--- src/rtl/acl_pkg.sv ---
// Shared constants and state type for the accelerometer SPI reader.
// Command bytes, register addresses, FSM states and tx byte lookup.
package acl_pkg;

    localparam logic [7:0] CMD_WRITE    = 8'h0A;
    localparam logic [7:0] CMD_READ     = 8'h0B;
    localparam logic [7:0] POWER_CTL    = 8'h2D;
    localparam logic [7:0] XDATA_L      = 8'h0E;
    localparam logic [7:0] YDATA_L      = 8'h10;
    localparam logic [7:0] ZDATA_L      = 8'h12;
    localparam logic [7:0] MEASURE_MODE = 8'h02;

    typedef enum logic [2:0] {
        ST_INIT_WR,
        ST_GAP,
        ST_WAIT,
        ST_READ,
        ST_UPDATE
    } state_t;

    function automatic logic [7:0] axis_addr(input logic [1:0] axis);
        case (axis)
            2'b01:   return YDATA_L;
            2'b10:   return ZDATA_L;
            default: return XDATA_L;
        endcase
    endfunction

    // Byte idx of the write (rd=0) or read (rd=1) transaction.
    function automatic logic [7:0] tx_byte_of(
        input logic       rd,
        input logic [1:0] idx,
        input logic [1:0] axis
    );
        if (rd) begin
            case (idx)
                2'd0:    return CMD_READ;
                2'd1:    return axis_addr(axis);
                default: return 8'h00;
            endcase
        end
        case (idx)
            2'd0:    return CMD_WRITE;
            2'd1:    return POWER_CTL;
            2'd2:    return MEASURE_MODE;
            default: return 8'h00;
        endcase
    endfunction

endpackage

--- src/rtl/spi_byte_xfer.sv ---
// Mode-0 SPI byte shifter: sclk/mosi generation, miso capture.
// Ports: start/tx_byte in; sclk, mosi, rx_byte, done out. done is
// high in the cycle before the last falling sclk edge; a start in
// that cycle chains the next byte with no gap.
module spi_byte_xfer #(
    parameter int CLK_DIV = 50
) (
    input  logic       clk,
    input  logic       rst_n,
    input  logic       start,
    input  logic [7:0] tx_byte,
    input  logic       miso,
    output logic       sclk,
    output logic       mosi,
    output logic [7:0] rx_byte,
    output logic       done
);

    localparam int CW = $clog2(CLK_DIV);

    logic          busy;
    logic [CW-1:0] cnt;
    logic [2:0]    bit_cnt;
    logic [7:0]    tx_sh;
    logic [7:0]    rx_sh;
    logic          half_end;

    assign half_end = (cnt == CW'(CLK_DIV - 1));
    assign done     = busy && sclk && half_end && (bit_cnt == 3'd7);
    assign mosi     = busy && tx_sh[7];
    assign rx_byte  = rx_sh;

    always_ff @(posedge clk or negedge rst_n) begin
        if (!rst_n) begin
            busy    <= 1'b0;
            cnt     <= '0;
            bit_cnt <= '0;
            tx_sh   <= '0;
            rx_sh   <= '0;
            sclk    <= 1'b0;
        end else if (start && (!busy || done)) begin
            busy    <= 1'b1;
            cnt     <= '0;
            bit_cnt <= '0;
            tx_sh   <= tx_byte;
            sclk    <= 1'b0;
        end else if (busy) begin
            if (half_end) begin
                cnt  <= '0;
                sclk <= !sclk;
                if (!sclk) begin
                    rx_sh <= {rx_sh[6:0], miso};
                end else begin
                    tx_sh   <= {tx_sh[6:0], 1'b0};
                    bit_cnt <= bit_cnt + 3'd1;
                    if (bit_cnt == 3'd7) busy <= 1'b0;
                end
            end else begin
                cnt <= cnt + CW'(1);
            end
        end
    end

endmodule

--- src/rtl/acl_spi_reader.sv ---
// Configures the accelerometer, then periodically reads one axis.
// Ports: clk, rst_n, axis_sel, miso in; sclk, mosi, cs_n, sel_data,
// data_valid, init_done out.
module acl_spi_reader
    import acl_pkg::*;
#(
    parameter int CLK_DIV       = 50,
    parameter int SAMPLE_PERIOD = 100000
) (
    input  logic       clk,
    input  logic       rst_n,
    input  logic [1:0] axis_sel,
    input  logic       miso,
    output logic       sclk,
    output logic       mosi,
    output logic       cs_n,
    output logic [9:0] sel_data,
    output logic       data_valid,
    output logic       init_done
);

    // cs_n high time is counted from its rising edge, so it is the
    // same after the config write (GAP+WAIT) and after each read.
    localparam int GAP_LEN = CLK_DIV + SAMPLE_PERIOD;

    state_t      state, state_d;
    logic [31:0] cnt, cnt_d;
    logic        cs_n_d, tail, tail_d;
    logic [1:0]  idx, idx_d, axis, axis_d, last;
    logic [5:0]  lo, lo_d;
    logic [3:0]  hi, hi_d;
    logic [9:0]  sel_d;
    logic        valid_d, init_d, rd;
    logic        start, done;
    logic [7:0]  tx_byte, rx_byte;

    spi_byte_xfer #(.CLK_DIV(CLK_DIV)) u_xfer (
        .clk     (clk),
        .rst_n   (rst_n),
        .start   (start),
        .tx_byte (tx_byte),
        .miso    (miso),
        .sclk    (sclk),
        .mosi    (mosi),
        .rx_byte (rx_byte),
        .done    (done)
    );

    always_ff @(posedge clk or negedge rst_n) begin
        if (!rst_n) begin
            state      <= ST_INIT_WR;
            cnt        <= '0;
            cs_n       <= 1'b1;
            tail       <= 1'b0;
            idx        <= '0;
            axis       <= '0;
            lo         <= '0;
            hi         <= '0;
            sel_data   <= '0;
            data_valid <= 1'b0;
            init_done  <= 1'b0;
        end else begin
            state      <= state_d;
            cnt        <= cnt_d;
            cs_n       <= cs_n_d;
            tail       <= tail_d;
            idx        <= idx_d;
            axis       <= axis_d;
            lo         <= lo_d;
            hi         <= hi_d;
            sel_data   <= sel_d;
            data_valid <= valid_d;
            init_done  <= init_d;
        end
    end

    always_comb begin
        state_d = state;
        cnt_d   = cnt + 32'd1;
        cs_n_d  = cs_n;
        tail_d  = tail;
        idx_d   = idx;
        axis_d  = axis;
        lo_d    = lo;
        hi_d    = hi;
        sel_d   = sel_data;
        valid_d = 1'b0;
        init_d  = init_done;
        start   = 1'b0;
        tx_byte = 8'h00;
        rd      = (state == ST_READ);
        last    = rd ? 2'd3 : 2'd2;
        unique case (state)
            ST_INIT_WR, ST_READ: begin
                if (cs_n) begin
                    start   = 1'b1;
                    tx_byte = tx_byte_of(rd, 2'd0, axis);
                    cs_n_d  = 1'b0;
                    idx_d   = 2'd0;
                end else if (tail) begin
                    // sclk is low; hold cs_n one more half-period
                    if (cnt == 32'(CLK_DIV - 1)) begin
                        cs_n_d = 1'b1;
                        tail_d = 1'b0;
                        cnt_d  = '0;
                        if (rd) begin
                            state_d = ST_UPDATE;
                        end else begin
                            state_d = ST_GAP;
                            init_d  = 1'b1;
                        end
                    end
                end else if (done) begin
                    if (rd && idx == 2'd2) lo_d = rx_byte[7:2];
                    if (rd && idx == 2'd3) hi_d = rx_byte[3:0];
                    if (idx == last) begin
                        tail_d = 1'b1;
                        cnt_d  = '0;
                    end else begin
                        start   = 1'b1;
                        idx_d   = idx + 2'd1;
                        tx_byte = tx_byte_of(rd, idx + 2'd1, axis);
                    end
                end
            end
            ST_GAP: begin
                if (cnt == 32'(CLK_DIV - 1)) state_d = ST_WAIT;
            end
            ST_WAIT: begin
                if (cnt == 32'(GAP_LEN - 1)) begin
                    state_d = ST_READ;
                    axis_d  = axis_sel;
                end
            end
            ST_UPDATE: begin
                sel_d   = {hi, lo};
                valid_d = 1'b1;
                state_d = ST_WAIT;
            end
            default: state_d = ST_INIT_WR;
        endcase
    end

endmodule
--- config.mk ---
export PLATFORM = sky130hd
export DESIGN_NAME = acl_spi_reader
export DESIGN_NICKNAME = d
export VERILOG_FILES = /design/src/rtl/acl_pkg.sv /design/src/rtl/spi_byte_xfer.sv /design/src/rtl/acl_spi_reader.sv
export SDC_FILE = /design/constraint.sdc
export NUM_CORES = 1
export LEC_CHECK = 0
export CORE_ASPECT_RATIO = 0.75
export CORE_MARGIN = 1
export CORE_UTILIZATION = 60
export DETAILED_ROUTE_END_ITERATION = 6
export PLACE_DENSITY = 0.82
export SETUP_SLACK_MARGIN = 0.05
export SLEW_MARGIN = 25
export SYNTH_ARGS = -nofsm -noshare
export SYNTH_HDL_FRONTEND = slang
export SYNTH_HIERARCHICAL = 1
export SYNTH_SLANG_ARGS = --single-unit
--- constraint.sdc ---
create_clock -name clk -period 3.75 [get_ports clk]
set_input_delay 0.375 -clock clk [delete_from_list [all_inputs] [get_ports clk]]
set_output_delay 0.375 -clock clk [all_outputs]
set_load 0.005 [all_outputs]
### Yosys cells after proc, flatten, opt, wreduce, memory -nomap -nowiden

Index checks and enable logic that the tools add are counted.
W data, S select, Z words.

* word-level logic and storage cells: 145
* output and inout port bits: 15
* bits of input ports: 5
* register bits after elaboration: 90

* multiplexer cells: 70
* equal/unequal tests: 22
* add/sub/neg operators: 4
* reduce and logical (&&, ||, !) cells: 27
* bitwise operators: 5

Operator list (count)
* $mux W32: 6
* $mux W8: 13
* $add A32 B1 Y32 const B: 1
* $eq A32 B17 Y1 const B: 1
* $eq A32 B6 Y1 const B: 1
* $mux W1: 30
* $mux W3: 10
* $pmux W5 S2: 2
* $reduce_and A5 Y1: 4
* $mux W6: 3
* $pmux W6 S3: 1
* $ne A2 B2 Y1 const B: 7
* $pmux W3 S4: 1
* $eq A2 B2 Y1 const B: 4
* $mux W2: 4
* $reduce_and A4 Y1: 2
* $reduce_bool A2 Y1: 4
* $logic_and A1 B1 Y1: 7
* $add A6 B1 Y6 const B: 1
* $eq A3 B2 Y1 const B: 2
* $eq A3 B3 Y1 const B: 2
* $eq A6 B6 Y1 const B: 1
* $reduce_and A2 Y1: 3
* $not A1 Y1: 5
* other kinds (11): 13

### Longest topological paths before layout

Gate-level depths: netlist of the first run.

* word-level depth: 15
* depth in mapped cells: 13
* mapped depth without buffers: 12

### Cells and area by module

Netlist of the first run, hierarchy kept.

By module, submodules not included
* acl_spi_reader: seq. area each 1577.8 um^2, area each 3300.7 um^2, cells an instance 316, instances 1
* spi_byte_xfer: seq. area each 675.6 um^2, area each 1286.2 um^2, cells an instance 113, instances 1

### Worst setup path before layout of the first run

Ideal clock, no wire load.

* path type: reg2reg
* start point: reg u_xfer.cnt[1]
* end point: reg u_xfer.tx_sh[1]
* setup time: 136 ps
* required time: 3614 ps
* cell stages (with the launch flop): 14
* path buffers: 1
* period minus slack after synthesis: 2897 ps
* arrival: 2761 ps
* path slack: 853 ps
* cell sequence: dfrtp_1 > inv_1 > ha_1 > nand4b_4 > or2_4 > nor3_1 > nand2b_1 > a21oi_1 > o21a_1 > inv_1 > o41a_2 > buf_6 > mux2i_1 > a21oi_1

* cells in the longest elaborated chain, start to end: 10
* elaborated cells on any way between the ends: 18
* those cells by class: eq/ne: 1; mux: 9; reduce/logical: 8

Ends and longest elaborated chain
* start: declaration: RTL line spi_byte_xfer.sv:22 `logic [CW-1:0] cnt;`
* start signal: assignment: RTL line spi_byte_xfer.sv:59 `cnt <= cnt + CW'(1);`
* $eq A6 B6 Y1 (*): RTL line spi_byte_xfer.sv:28 `assign half_end = (cnt == CW'(CLK_DIV - 1));`
* $logic_and A1 B1 Y1 (*) (2 in a row): RTL line spi_byte_xfer.sv:29 `assign done = busy && sclk && half_end && (bit_cnt == 3'd7);`
* named net done: RTL line acl_spi_reader.sv:34 `logic start, done;`
* $mux W1 (*): RTL line acl_spi_reader.sv:113 `end else if (done) begin`
* $mux W1 (*): RTL line acl_spi_reader.sv:100 `end else if (tail) begin`
* $mux W1 (*): RTL line acl_spi_reader.sv:95 `if (cs_n) begin`
* $mux W1 (*): RTL line acl_spi_reader.sv:93 `unique case (state)`
* named net start: RTL line acl_spi_reader.sv:34
* $logic_and A1 B1 Y1 (*): RTL line spi_byte_xfer.sv:41 `end else if (start && (!busy || done)) begin`
* $reduce_bool A2 Y1 (no line)
* $reduce_and A3 Y1 (no line)
* end signal: assignment: RTL line spi_byte_xfer.sv:45 `tx_sh <= tx_byte;`
* end signal: assignment: RTL line spi_byte_xfer.sv:54 `tx_sh <= {tx_sh[6:0], 1'b0};`
* end: declaration: RTL line spi_byte_xfer.sv:24 `logic [7:0] tx_sh;`

The timed path passes the listed nets; every way through them passes the cells marked *.
A chain may end at the register's enable or synchronous reset.

### Worst setup path in the final report of the first run

* start point: reg u_xfer.cnt[1]
* end point: reg u_xfer.tx_sh[6]

Same word-level chain as after synthesis.

==> run_results.csv, run 1 <==
group,metric,value,unit
status,outcome,"complete, no violations",
yosys,synth-async-reset-ratio,100,%
final_layout,fin_util,68.4,%
sta,max_freq,293,MHz
placement,place.detailed.hpwl,6150,µm
yosys,synth_top_area_share,48.6,%
detailed_routing,drt-total-wl,9440,µm
yosys,synth_area_leaders,"dfrtp_1 (49%), mux2_2 (7.1%), ha_1 (3.5%)",
cts,cts_sinks,90,
yosys,synth.largest_area_cell,"dfrtp_1",
floorplanning,rows,27,
sta,min_period,3410,ps
floorplanning,initial_core_util,62.3,%
final_layout,antenna_cells,0,
final_layout,final_nets,458,
sta,rsz0062_at_grt,"false",
detailed_routing,vias,3438,
flow_run,cap_violations,0,
detailed_routing,drc,0,
sta,fin_ws,336,ps
yosys,synthDistinctLibCells,62,
setup_path,reg2reg_depth,12,
min_path,min_path_type,"in -> async",
detailed_routing,first_iter_violations,273,
setup_path,worst-setup-path-type,"reg -> reg",
yosys,syn_avg_cell_area,10.7,µm²
sta,hold_viol,0,
sta,slew_headroom,44.0,%
cts,clock_latency,370,ps
setup_path,worst-path-max-fanout,11,
floorplanning,fp.dieArea,8000,µm²
detailed_routing,route.antenna.remaining_nets,0,
global_routing,grt_pass1_vias,3218,
setup_path,r2r-start,"u_xfer/cnt[1]$_DFFE_PN0P_",
sta,skew,10.0,ps
cts,cts_hold_repair.buffers,0,
final_layout,area_growth,9.82,%
detailed_routing,firstDrtPassIters,5,
global_routing,antenna_found_initial,0,
placement,dp.cells,530,
pwr,ir_worst_vdd,195,µV
floorplanning,die_h,77.7,µm
sta,fin_tns_setup,0,ps
pwr,p_per_area,324,nW/µm²
sta,setup_viol,0,
setup_path,reg2reg_to,"u_xfer/tx_sh[6]$_DFFE_PN0P_",
placement,gp_congestion,0.904,
detailed_routing,routedWlPerCell,17.3,µm
final_layout,mostFrequentLayoutCell,"dfrtp_1",
yosys,yosys_register_bits,90,
yosys,synth_edf_count,0,
setup_path,cp.required,3970,ps
global_routing,overflow,0,
setup_path,crit_arrival,3630,ps
global_routing,grt_max_degree,68,
global_routing,grt_usage,25.6,%
final_layout,drive_gt1_share,14.6,%
setup_path,worstSetupEndpointType,"flop",
cts,cts_resized,0,
placement,portBuffers,19,
cts,cts_tree,"built",
yosys,synth-seq-area-share,49.1,%
yosys,postSynthCellCount,429,
setup_path,startpoint_type,"flop",
sta,tightestPinTransition,840,ps
floorplanning,fp.coreArea,7360,µm²
detailed_routing,viasPerCell,6.30,
cts,cts_setup_buffers,0,
sta,post-route-period-util,91.0,%
floorplanning,io_pins,20,
cts,cts_buffers,9,
floorplanning,die_w,103,µm
pwr,p_leak,2.31,nW
sta,slew_violations,0,
final_layout,layout_common_cells,"dfrtp_1 (89), mux2_2 (29), a21oi_1 (27), inv_1 (21), nand2_1 (21)",
yosys,ys_warn_count,6,
global_routing,grt_pass1_wl,15600,µm
final_layout,final_cells,546,
yosys,synth-main-ff-cell,"dfrtp_1",
sta,hold_slack,106,ps
cts,clk_pin_slew,90,ps
setup_path,r2r_slack,340,ps
yosys,syn-cell-area,4590,µm²
cts,clockBufferDepth,2,
cts,h-tree-depth,3,
placement,dpl_worst_slack,412,ps
cts,cts_root_buffer,"clkbuf_8",
sequential cells by signal, indices dropped and copies added, names as in the netlist, 2 cells and up:
| signal | cells |
|---|---|
| hi | 4 |
| u_xfer/cnt | 6 |
| lo | 6 |
| sel_data | 10 |
| axis | 2 |
| u_xfer/bit_cnt | 3 |
| idx | 2 |
| u_xfer/tx_sh | 8 |
| u_xfer/rx_byte | 8 |
| state | 3 |
| cnt | 32 |
per-layer routing:
metal | vias to the layer above | routed length [µm] | share of wire [%] | track usage [%]
li1 | 1618 | - | - | -
met1 | 1693 | 4590 | 49 | 38.1
met2 | 110 | 4240 | 45 | 36.2
met3 | 17 | 463 | 4.9 | 5.32
met4 | 0 | 146 | 1.5 | 10.8
met5 | - | 0 | 0 | 0
how the worst max path moves through the flow:
stage | start | end | cells after the start
after global routing | u_xfer/cnt[1]$_DFFE_PN0P_ | u_xfer/tx_sh[1]$_DFFE_PN0P_ | 12
final | u_xfer/cnt[1]$_DFFE_PN0P_ | u_xfer/tx_sh[6]$_DFFE_PN0P_ | 12
after detailed placement | u_xfer/cnt[1]$_DFFE_PN0P_ | u_xfer/tx_sh[6]$_DFFE_PN0P_ | 12
after floorplan | u_xfer/cnt[1]$_DFFE_PN0P_ | u_xfer/tx_sh[1]$_DFFE_PN0P_ | 13
after CTS | u_xfer/cnt[1]$_DFFE_PN0P_ | u_xfer/tx_sh[6]$_DFFE_PN0P_ | 12
after global placement | u_xfer/cnt[1]$_DFFE_PN0P_ | u_xfer/tx_sh[4]$_DFFE_PN0P_ | 12
critical path: stages, from the launching register on:
cell and delay [ps]:
dfrtp_1 420, inv_1 70, ha_1 180, nand4b_4 140
or2_4 280, nor3_1 220, nand2b_1 120, a21oi_1 380
o21a_1 350, inv_1 160, o41a_2 640, mux2i_1 200
a21oi_1 90
where the power goes:
| group | switching [mW] | internal, mW | total, mW | leakage, nW |
|---|---|---|---|---|
| logic | 0.0209 | 0.00591 | 0.0268 | 0.991 |
| clock network | 0.364 | 0.269 | 0.633 | 0.0949 |
| registers | 0.000642 | 0.971 | 0.971 | 1.22 |
| total | 0.386 | 1.25 | 1.63 | 2.31 |
synthesized netlist by cell type, drive strengths merged (2+ instances only):
cell type,instances
a211o,2
a21o,2
a21oi,27
a22o,3
a22oi,16
a31o,2
a31oi,2
and3,3
and4,5
buf,8
clkbuf,14
dfrtp,89
ha,13
inv,21
mux2,30
mux2i,7
nand2,21
nand2b,3
nand3,18
nand4,10
nor2,16
nor3,13
nor3b,2
nor4,10
nor4b,4
o21ai,15
o22ai,6
o31ai,12
o41a,2
or3,6
or4,15
xnor2,11
xor2,4
metrics by stage:
stage	instance area [µm²]	total power [mW]
after global placement	4840	1.02
final	5040	1.63
after global routing	5040	1.68
after floorplan	4590	0.994
after CTS	5030	1.65
after detailed placement	4850	1.02
cell type report:
cell class              count  area, µm²
repair buffers             21        203
flip-flops and latches     90       2250
inverters                  21       78.8
multi-input cells         297       2190
well taps                 101        126
clock buffers              11        141
clock inverters             5       43.8
fillers                   584       2330
logic make-up (layout without fill, tap and decap cells):
logic type / after synthesis / after routing / share of synthesized area (%)
compound gates: 95 / 95 / 13.6
xor+xnor: 15 / 15 / 2.86
fa+ha+maj: 13 / 13 / 3.55
buf+inv: 43 / 58 / 3.87
flops: 90 / 90 / 49.1
mux: 37 / 37 / 8.89
other cells: 1 / 2 / 0.0818
simple gates: 135 / 135 / 18.0
Note: power is estimated with default switching activity, not from simulation.
==> run 2: changes to the inputs <==
- CAP_MARGIN: unset -> 20
==> results of run 2 <==
No change in the layout: final DEF, timing and power equal those of run 1.
==> run 3: changes to the inputs <==
- SETUP_SLACK_MARGIN: 0.05 -> 0.1
==> run_results.csv, run 3 (synthesis gave the netlist of run 1 again) <==
group,metric,value,unit
status,outcome,"complete, no violations",
floorplanning,rows,27,
cts,cts_tree,"built",
setup_path,r2r_slack,440,ps
cts,cts_buffers,9,
min_path,min_path_type,"in -> async",
pwr,pwr-share-seq,59.5,%
floorplanning,fp.dieArea,8000,µm²
setup_path,worst-path-max-fanout,11,
final_layout,reg.largest.list,"cnt x32, sel_data x10",
setup_path,cp.required,3970,ps
global_routing,grt_pass1_vias,3218,
sta,tightestPinTransition,835,ps
final_layout,area_growth,9.90,%
pwr,power.internal,1.25,mW
final_layout,final_cells,546,
final_layout,layout_common_cells,"dfrtp_1 (89), mux2_2 (29), a21oi_1 (26), inv_1 (21), nand2_1 (21)",
pwr,p_switching,0.387,mW
floorplanning,die_h,77.7,µm
detailed_routing,first_iter_violations,265,
setup_path,reg2reg_depth,12,
setup_path,r2r-start,"u_xfer/cnt[1]$_DFFE_PN0P_",
setup_path,reg2reg_to,"u_xfer/tx_sh[7]$_DFFE_PN0P_",
placement,gp_congestion,0.904,
pwr,total_power,1.63,mW
flow_run,cap_violations,0,
detailed_routing,drc,0,
global_routing,grt_pass1_wl,15600,µm
detailed_routing,viasPerCell,6.42,
pwr,p_per_area,324,nW/µm²
sta,skew,10.1,ps
final_layout,antenna_cells,0,
cts,cts_sinks,90,
floorplanning,io_pins,20,
final_layout,final_nets,458,
final_layout,drive_gt1_share,14.8,%
pwr,switching_share,23.7,%
global_routing,antenna_found_initial,0,
placement,dp.cells,530,
cts,clk_pin_slew,100,ps
sta,post-route-period-util,88.2,%
final_layout,mostFrequentLayoutCell,"dfrtp_1",
setup_path,startpoint_type,"flop",
sta,rsz0062_at_grt,"false",
global_routing,grt_usage,25.6,%
sta,min_period,3310,ps
setup_path,worst-setup-path-type,"reg -> reg",
final_layout,regMostFlops,"cnt",
sta,hold_viol,0,
setup_path,worstSetupEndpointType,"flop",
cts,clock_latency,370,ps
setup_path,startpoint,"u_xfer/cnt[1]$_DFFE_PN0P_",
cts,clockBufferDepth,2,
pwr,p_leak,2.31,nW
final_layout,multi_input_area,2190,µm²
floorplanning,fp.coreArea,7360,µm²
setup_path,crit_arrival,3530,ps
cts,cts_root_buffer,"clkbuf_8",
setup_path,critPathCapture,"u_xfer/tx_sh[7]$_DFFE_PN0P_",
global_routing,overflow,0,
pwr,ir_worst_vdd,195,µV
final_layout,n_fill_cell,584,
floorplanning,die_w,103,µm
detailed_routing,drt-total-wl,9460,µm
sta,setup_viol,0,
pwr,pwr-share-comb,1.6,%
global_routing,grt_max_degree,68,
sta,max_freq,302,MHz
detailed_routing,route.antenna.remaining_nets,0,
sta,slew_violations,0,
detailed_routing,routedWlPerCell,17.3,µm
detailed_routing,vias,3507,
pwr,pwr-share-clk,38.9,%
cts,h-tree-depth,3,
detailed_routing,firstDrtPassIters,5,
sta,fin_tns_setup,0,ps
floorplanning,initial_core_util,62.3,%
final_layout,register_area,2250,µm²
placement,place.detailed.hpwl,6150,µm
placement,portBuffers,19,
final_layout,largest_reg_flops,32,
sta,slew_headroom,44.3,%
## run 3: power groups by stage
stage / sequential [mW] / clock [mW] / combinational [mW]
floorplan: 0.991 / 0 / 0.00319
global placement: 0.990 / 0 / 0.0275
detailed placement: 0.991 / 0 / 0.0282
CTS: 0.971 / 0.649 / 0.0282
global route: 0.972 / 0.681 / 0.0314
finish: 0.971 / 0.635 / 0.0267
## run 3: repair_timing
action	CTS	global route
setup buffers	0	0
hold buffers	0	0
gates resized for setup	0	1
hold endpoints to repair	0	0
endpoints found under the setup margin	0	1
## run 3: critical path, cell delays in order (launching register included)
cell	delay (ps)
dfrtp_1	420
inv_1	70
ha_1	180
nand4b_4	140
or2_4	280
nor3_1	220
nand2b_1	140
a21oi_2	250
o21a_1	340
inv_1	180
o41a_2	640
mux2i_1	210
a21oi_1	80
## run 3: area by class of cell
class / instances / area share, %
sequential: 90 / 44.7
multi-input combinational: 297 / 43.5
timing repair buffer: 21 / 4.02
clock buffer: 11 / 2.80
tap: 101 / 2.51
inverter: 21 / 1.56
clock inverter: 5 / 0.869
## run 3: worst min-delay path by stage
stage                         from  cells after the start  slack (ps)                           to
2_1_floorplan                rst_n                      0          80          axis[0]$_DFFE_PN0P_
3_3_place_gp   axis[1]$_DFFE_PN0P_                      1         480          axis[1]$_DFFE_PN0P_
3_5_place_dp     lo[3]$_DFFE_PN0P_                      1         490      sel_data[3]$_DFFE_PN0P_
4_1_cts                      rst_n                      1         130             cnt[0]$_DFF_PN0_
5_1_grt                      rst_n                      1         170  u_xfer/tx_sh[7]$_DFFE_PN0P_
6_report                     rst_n                      1         110            cnt[25]$_DFF_PN0_
## run 3: metal layers
layer  track usage, %  share of wire [%]  up-vias  wire (µm)
met2             36.2                 45      151       4250
met5                0                  0        -          0
met3             5.32                6.2       17        588
met4             10.8                1.6        0        153
li1                 -                  -     1621          -
met1             38.1                 47     1718       4460
## run 3: stage by stage
stage          area (µm²)  setup WS, ps  util (%)  hold WS (ps)
2_1_floorplan        4590           853         -          79.4
3_3_place_gp         4840           602      65.7           479
3_5_place_dp         4850           412      65.8           490
4_1_cts              5030           374      68.3           129
5_1_grt              5040           221      68.5           166
6_report             5040           442      68.5           107
